## src/rtl/hazard_scheduler.sv

```systemverilog
// Hazard controller for the 5-stage RV32 core: stall/flush of F/D/E, E-stage operand forwarding,
// and sequencing of the shared multi-cycle multiply/divide unit with its single pending destination.
module hazard_scheduler #(
    parameter int MUL_LATENCY = 4,
    parameter int REG_AW      = 5
) (
    input  logic              clk,
    input  logic              rst,
    input  logic [REG_AW-1:0] Rs1D,
    input  logic [REG_AW-1:0] Rs2D,
    input  logic              MulD,
    input  logic [REG_AW-1:0] Rs1E,
    input  logic [REG_AW-1:0] Rs2E,
    input  logic [REG_AW-1:0] RdE,
    input  logic [1:0]        ResultSrcE,
    input  logic              PCSrcE,
    input  logic              MulStartE,
    input  logic [REG_AW-1:0] RdM,
    input  logic [REG_AW-1:0] RdW,
    input  logic              RegWriteM,
    input  logic              RegWriteW,
    output logic              StallF,
    output logic              StallD,
    output logic              FlushD,
    output logic              FlushE,
    output logic [1:0]        ForwardAE,
    output logic [1:0]        ForwardBE,
    output logic              MulBusy,
    output logic              MulWbEn,
    output logic [REG_AW-1:0] MulWbRd,
    output logic              ErrOverlap
);

    localparam int            CW        = $clog2(MUL_LATENCY) + 1;
    localparam logic [CW-1:0] LAT_M1    = CW'(MUL_LATENCY - 1);
    localparam bit            ONE_CYCLE = (MUL_LATENCY == 1);

    typedef enum logic {
        S_IDLE,
        S_BUSY
    } state_e;

    state_e            state_q;
    logic [CW-1:0]     count_q;
    logic [REG_AW-1:0] pend_rd_q;
    logic [REG_AW-1:0] wb_rd_q;
    logic              busy_q;
    logic              wb_en_q;
    logic              err_q;

    logic              lw_stall;
    logic              mul_stall;
    logic              any_stall;

    // M-stage result is younger than W-stage, so it wins; x0 is hardwired and never forwarded.
    function automatic logic [1:0] fwd_sel(input logic [REG_AW-1:0] rs,
                                           input logic              we_m,
                                           input logic [REG_AW-1:0] rd_m,
                                           input logic              we_w,
                                           input logic [REG_AW-1:0] rd_w);
        if (we_m && (rd_m != '0) && (rd_m == rs)) begin
            return 2'b10;
        end else if (we_w && (rd_w != '0) && (rd_w == rs)) begin
            return 2'b01;
        end
        return 2'b00;
    endfunction

    assign ForwardAE = fwd_sel(Rs1E, RegWriteM, RdM, RegWriteW, RdW);
    assign ForwardBE = fwd_sel(Rs2E, RegWriteM, RdM, RegWriteW, RdW);

    assign lw_stall  = (ResultSrcE == 2'b01) && (RdE != '0) && ((RdE == Rs1D) || (RdE == Rs2D));
    assign mul_stall = busy_q && (MulD || ((pend_rd_q != '0) &&
                                           ((pend_rd_q == Rs1D) || (pend_rd_q == Rs2D))));
    assign any_stall = lw_stall || mul_stall;

    // A taken branch squashes whatever D holds, so holding F/D would only delay the redirect.
    assign StallF = any_stall && !PCSrcE;
    assign StallD = any_stall && !PCSrcE;
    assign FlushD = PCSrcE;
    assign FlushE = any_stall || PCSrcE;

    // Completion outputs are registered one cycle ahead so MulWbEn/MulWbRd come straight from flops.
    always_ff @(posedge clk) begin
        if (rst) begin
            state_q   <= S_IDLE;
            count_q   <= '0;
            pend_rd_q <= '0;
            wb_rd_q   <= '0;
            busy_q    <= 1'b0;
            wb_en_q   <= 1'b0;
            err_q     <= 1'b0;
        end else begin
            case (state_q)
                S_IDLE: begin
                    if (MulStartE) begin
                        state_q   <= S_BUSY;
                        count_q   <= LAT_M1;
                        pend_rd_q <= RdE;
                        busy_q    <= 1'b1;
                        wb_en_q   <= ONE_CYCLE;
                        wb_rd_q   <= ONE_CYCLE ? RdE : '0;
                    end
                end
                S_BUSY: begin
                    if (MulStartE) begin
                        err_q <= 1'b1;
                    end
                    if (count_q != '0) begin
                        count_q <= count_q - 1'b1;
                        wb_en_q <= (count_q == CW'(1));
                        wb_rd_q <= (count_q == CW'(1)) ? pend_rd_q : '0;
                    end else begin
                        state_q <= S_IDLE;
                        busy_q  <= 1'b0;
                        wb_en_q <= 1'b0;
                        wb_rd_q <= '0;
                    end
                end
                default: begin
                    state_q <= S_IDLE;
                    busy_q  <= 1'b0;
                    wb_en_q <= 1'b0;
                end
            endcase
        end
    end

    assign MulBusy    = busy_q;
    assign MulWbEn    = wb_en_q;
    assign MulWbRd    = wb_rd_q;
    assign ErrOverlap = err_q;

endmodule

```

## config.mk

```make
export PLATFORM = sky130hd
export DESIGN_NAME = hazard_scheduler
export DESIGN_NICKNAME = d
export VERILOG_FILES = /design/src/rtl/hazard_scheduler.sv
export SDC_FILE = /design/constraint.sdc
export NUM_CORES = 1
export LEC_CHECK = 0
export BUFFER_PORTS_ARGS = -buffer_cell sky130_fd_sc_hd__buf_2
export CAP_MARGIN = 10
export CORE_MARGIN = 4
export CORE_UTILIZATION = 47
export CTS_BUF_LIST = sky130_fd_sc_hd__clkbuf_8
export CTS_CLUSTER_SIZE = 12
export DETAILED_ROUTE_END_ITERATION = 16
export GPL_TIMING_DRIVEN = 0
export HOLD_SLACK_MARGIN = 0.12
export PLACE_DENSITY = 0.81
export SYNTH_ARGS = -nofsm -noshare
export SYNTH_HDL_FRONTEND = slang
export SYNTH_SLANG_ARGS = --single-unit
```

## constraint.sdc

```tcl
create_clock -name clk -period 2.8 [get_ports clk]
set_input_delay 0.7 -clock clk [delete_from_list [all_inputs] [get_ports clk]]
set_output_delay 0.7 -clock clk [all_outputs]
set_load 0.1 [all_outputs]
```

# Yosys cells after proc, flatten, opt, wreduce, memory -nomap -nowiden
# Index checks and enable logic that the tools add are counted.
[classes] mux=26 eq_ne=13 n_bitwise=1 reduce_logical=26 add_sub_neg=1
[op_table] cell="5-bit equality test" count=8
[op_table] cell="5-bit nonzero test" count=4
[op_table] cell="5-bit two-way mux" count=3
[op_table] cell="2-bit two-way mux" count=6
[op_table] cell="1-bit logical AND" count=11
[op_table] cell="1-bit two-way mux" count=10
[op_table] cell="5-bit one-hot mux with 2 select lines" count=1
[op_table] cell="2-bit AND reduction" count=4
[op_table] cell="3-bit two-way mux" count=2
[op_table] cell="1-bit one-hot mux with 2 select lines" count=3
[op_table] cell="3-bit one-hot mux with 2 select lines" count=1
[op_table] cell="1-bit logical OR" count=5
[op_table] cell="2-bit != test (second input constant)" count=2
[op_table] cell="3-bit by 1-bit equality test with 1-bit output (second input constant)" count=1
[op_table] cell="3-bit nonzero test" count=1
[op_table] cell="3-bit by 1-bit subtractor with 3-bit output (second input constant)" count=1
[op_table] cell="2-bit by 1-bit equality test with 1-bit output (second input constant)" count=1
[op_table] cell="2-bit by 1-bit != test with 1-bit output (second input constant)" count=1
[op_table] cell="1-bit zero test" count=1
[op_table] cell="1-bit NOT" count=1
[word_totals] out_inout_bits=16 in_bits=44 word_cells=74 regBits=17

# Depth between registers and ports, before layout
[logic_depth] depth_word=7 mapped_depth=6 depth_no_buf=5

# Least setup slack after synthesis
# No wires, ideal clock.
[synth_timing] kind="input port to output port" startpoint="in RdM[4]" endpoint="out ForwardAE[0]" path_stages=4 slack_ns=-3.037 arrival_time_ns=5.137 t_required_ns=2.100 n_path_buf=0 cell_sequence="xnor2_1 nand3_1 nor4_1 nor4_2"
[synth_between] elab_chain_len=5 elab_cells_between_ends=7 cone_classes="eq/ne: 1; mux: 3; reduce/logical: 3"
[synth_lines] element="start, declared" line_no="18" rtl="input logic [REG_AW-1:0] RdM,"
[synth_lines] element="5-bit nonzero test" line_no="61" rtl="if (we_m && (rd_m != '0) && (rd_m == rs)) begin"
[synth_lines] element="1-bit logical AND" line_no="61"
[synth_lines] element="1-bit logical AND *" line_no="61"
[synth_lines] element="2-bit two-way mux or 1-bit two-way mux (tied branches)" line_no="61"
[synth_lines] element="2-bit two-way mux *" line_no="66" rtl="return 2'b00;"
[synth_lines] element="end, declared" line_no="26" rtl="output logic [1:0] ForwardAE,"
# Every way passes the cells marked *; elsewhere a longest branch is shown, timed or not.

# Worst setup path after layout
[layout_timing] startpoint="in RdW[2]" endpoint="out ForwardBE[0]"
[layout_between] elab_chain_len=6 elab_cells_between_ends=7 cone_classes="eq/ne: 1; mux: 3; reduce/logical: 3"
[layout_lines] element="start, declared" line_no="19" rtl="input logic [REG_AW-1:0] RdW,"
[layout_lines] element="5-bit nonzero test" line_no="63" rtl="end else if (we_w && (rd_w != '0) && (rd_w == rs)) begin"
[layout_lines] element="1-bit logical AND" line_no="63"
[layout_lines] element="1-bit logical AND *" line_no="63"
[layout_lines] element="1-bit two-way mux *" line_no="63"
[layout_lines] element="1-bit two-way mux *" line_no="61"
[layout_lines] element="2-bit two-way mux *" line_no="66"
[layout_lines] element="end, declared" line_no="27" rtl="output logic [1:0] ForwardBE,"
# Marked as above.

==> summary.txt <==
Floorplan
  – Die Wd: 58.7 microns
  – # rows: 18
  – Initial Util: 49.3%
  – Core Footprint: 2450 sq um
  – Die height: 58.7 microns
  – # IOs: 60
  – Die area: 3450 sq um

Placement
  – I/O Buffers: 58
  – DP HPWL: 2860 microns
  – RD Place Congestion: 0.811

Synthesis
  – Area leader, netlist: dfxtp_1
  – EDFF count, synth: 0
  – Main synth FF type: dfxtp_1
  – Synthesized net count: 185
  – Async SR Flop Fraction: 0%
  – Top cells by area, synth: dfxtp_1 (28%), xor2_1 (16%), xnor2_1 (13%), nor2_1 (5.0%), mux2i_1 (4.1%)
  – Syn Inst Count: 138
  – Register area share after synthesis: 28.1%
  – YS warnings: 0
  – Yosys reg bits: 17
  – Share of the synthesized area in the top cell type: 28.1%
  – Mapped cell area: 1210 sq um
  – Mapped Avg Cell Area: 8.77 sq um
  – Cell variety after synth: 27

Critical path
  – Slowest CP cell: or4_4
  – Worst Path Max Fanout: 3
  – Most frequent cell on the critical path: buf_6
  – Worst setup EP type: primary output
  – Largest stage delay, worst path: 560 ps
  – Crit start category: input pin
  – Critical path's top delay family: simple AND/OR/NAND/NOR gates
  – Crit Path Class: input pin to primary output
  – Critical-path cell list: buf_6 -> xor2_1 -> or4_4 -> nor4_4 -> buf_6
  – Critical path buffer and inverter count: 2
  – CP Data Arrival Time: 2110 ps
  – Worst EP required: 2100 ps

Global route
  – Gr usage total: 22.1%
  – Number of global-route vias before repair: 1260
  – Pin count of the biggest net entering global routing: 11
  – Global-route wire length before repair: 5840 microns
  – Antenna violations before repair: 0
  – Total global routing overflow: 0

STA
  – Final period util: 100%
  – Fmax: 356 MHz
  – Worst slew pin tran: 489 ps
  – Max_slew headroom: 67.6%
  – Count of final max-slew check failures: 0
  – Setup slack after layout: -12.9 ps
  – RSZ-0062 raised after global routing: yes
  – Fin crit period: 2810 ps
  – Fin. Hold Viols: 0
  – Post-Route Setup TNS: -21.4 ps
  – Final setup violation count: 2
  – Layout Skew: 0.809 ps

CTS
  – Clock latency on the worst-skew pair: 250 ps
  – Reg clk slew, reported paths: 60 ps
  – Max clock buf depth: 2
  – CTS Buf Count: 3
  – Root Buffer: clkbuf_8
  – CTS sink count: 17
  – H-tree depth: 1
  – CTS tree: yes
  – Number of hold buffers added after cts: 0

Power
  – Combinational power share: 39.8%
  – Sw frac: 36.6%
  – NetSw: 273 uW
  – Pwr/cell area: 402 nW/um^2
  – Total Power: 745 uW
  – Internal: 472 uW
  – Clock power share: 24.0%
  – VDD IR max: 0.404 mV
  – Leakage: 0.800 nW
  – Seq pwr share: 36.2%

Flow run
  – Max-Cap Viols: 0

Final layout
  – Fraction of layout cells with a size suffix above 1: 46.3%
  – Core occupancy in the finished layout: 75.4%
  – Area grow syn2layout: 53.1%
  – Fin nets: 251
  – Antenna Cells: 0

Detailed routing
  – Wirelength per Cell: 17.0 microns
  – DR vias: 1270
  – Final wirelength: 3960 microns
  – Vias per cell: 5.45
  – DRC: 0
  – Initial DRC Count: 52
  – DRT antenna net count: 0
  – Pre-antenna DRT Iters: 4

Status
  – Status: finished, violations left
  – Violated checks: setup timing

Worst hold path
  – Hold Crit Class: flip-flop to flip-flop
[sequential cells by signal, summed over array words and instances (netlist names)]
register,flops
ErrOverlap,1
count_q,3
MulWbEn,1
MulWbRd,5
state_q,1
pend_rd_q,5
MulBusy,1
[worst min-delay path, stage by stage, from the launching register on]
cell	delay (ps)
dfxtp_1	330
a21oi_1	40
nor2_1	70
[worst paths after layout]
kind	slack (ps)	from	end	cells past startpoint
setup / recovery	-10	RdW[2]	ForwardBE[0]	5
hold / removal	480	ErrOverlap$_SDFFE_PP0P_	ErrOverlap$_SDFFE_PP0P_	2
setup reg to reg	1340	count_q[0]$_SDFFE_PP0P_	count_q[2]$_SDFFE_PP0P_	4
hold reg to reg	480	ErrOverlap$_SDFFE_PP0P_	ErrOverlap$_SDFFE_PP0P_	2
[layout make-up]
class | count | area [sq um]
multi-input combinational | 113 | 991
sequential | 17 | 349
fill | 176 | 603
buffer | 5 | 22.5
timing repair buffer | 62 | 399
inverter | 2 | 7.51
clock buffer | 3 | 41.3
tap | 30 | 37.5
clock inverter | 1 | 3.75
[per-layer routing]
layer | up-vias | GRT usage [%] | wire length [microns]
met5 | - | 0 | 0
met4 | 0 | 5.83 | 40
met3 | 3 | 3.07 | 261
met2 | 50 | 40.5 | 2050
met1 | 605 | 26.8 | 1610
li1 | 612 | - | -
[through the flow]
stage / setup slack [ps] / instance area [sq um] / hold WS (ps) / instances
3_5_place_dp: -237 / 1680 / 470 / 226
4_1_cts: 11.7 / 1790 / 492 / 231
5_1_grt: -38.1 / 1850 / 522 / 233
6_report: -12.9 / 1850 / 481 / 233
3_3_place_gp: -189 / 1680 / 451 / 226
2_1_floorplan: -551 / 1350 / 469 / 138
[kinds of logic (layout without fill, tap and decap cells)]
| logic type | after synthesis | count (layout) | share of synthesized area (%) |
|---|---|---|---|
| AO/OA/AOI/OAI | 20 | 20 | 10.5 |
| XOR/XNOR | 40 | 40 | 29.0 |
| adder cells (fa/ha/maj) | 3 | 3 | 3.10 |
| buffers and inverters | 8 | 73 | 3.10 |
| flip-flops | 17 | 17 | 28.1 |
| multiplexers | 5 | 5 | 4.14 |
| AND/OR/NAND/NOR | 45 | 45 | 22.0 |
[synth_stat cells (2+ instances only)]
| cell type | n |
|---|---|
| nor4_1 | 4 |
| o21ai_1 | 2 |
| buf_4 | 2 |
| nor2b_1 | 2 |
| inv_1 | 2 |
| clkbuf_1 | 4 |
| ha_1 | 3 |
| nor3_1 | 2 |
| a22oi_1 | 5 |
| mux2i_1 | 5 |
| o21ai_0 | 3 |
| nand3_1 | 6 |
| or4_1 | 6 |
| a31o_2 | 2 |
| nand3b_1 | 2 |
| xnor2_1 | 18 |
| a21oi_1 | 7 |
| xor2_1 | 22 |
| nor2_1 | 16 |
| nor4_2 | 2 |
| dfxtp_1 | 17 |
[repair_timing]
| action | 4_1_cts | 5_1_grt |
|---|---|---|
| setup buffers | 2 | 2 |
| gates resized for setup | 21 | 15 |
| pin swaps | 9 | 5 |
| cloned | 0 | 0 |
| setup endpoints to repair | 5 | 6 |
[power groups by stage]
stage	registers, mW	clock network (mW)	logic [mW]
floorplan	0.294	0	0.163
global route	0.271	0.193	0.315
detailed placement	0.276	0	0.265
finish	0.269	0.179	0.297
CTS	0.268	0.185	0.282
global placement	0.275	0	0.257
[cells in the final DEF (no fill, tap or decap), types with 2 or more instances in the layout]
| cell type | netlist | final |
|---|---|---|
| mux2i_1 | 5 | 5 |
| a22oi_1 | 5 | 5 |
| xnor2_2 | 0 | 6 |
| ha_1 | 3 | 3 |
| a21oi_1 | 7 | 6 |
| nand3_1 | 6 | 6 |
| dfxtp_4 | 0 | 2 |
| nor3_1 | 2 | 2 |
| clkbuf_1 | 4 | 4 |
| or4_1 | 6 | 2 |
| inv_1 | 2 | 3 |
| nor4_2 | 2 | 2 |
| xor2_1 | 22 | 21 |
| or4_4 | 0 | 4 |
| buf_6 | 0 | 7 |
| clkbuf_8 | 0 | 3 |
| nor4_4 | 0 | 4 |
| nor2b_1 | 2 | 2 |
| o21ai_0 | 3 | 2 |
| xnor2_1 | 18 | 12 |
| clkbuf_4 | 0 | 2 |
| buf_2 | 0 | 45 |
| nand3b_1 | 2 | 2 |
| nor2_1 | 16 | 16 |
| dfxtp_1 | 17 | 14 |
| buf_4 | 2 | 7 |
| a31o_2 | 2 | 2 |
Note: power is estimated with default switching activity, not from simulation.
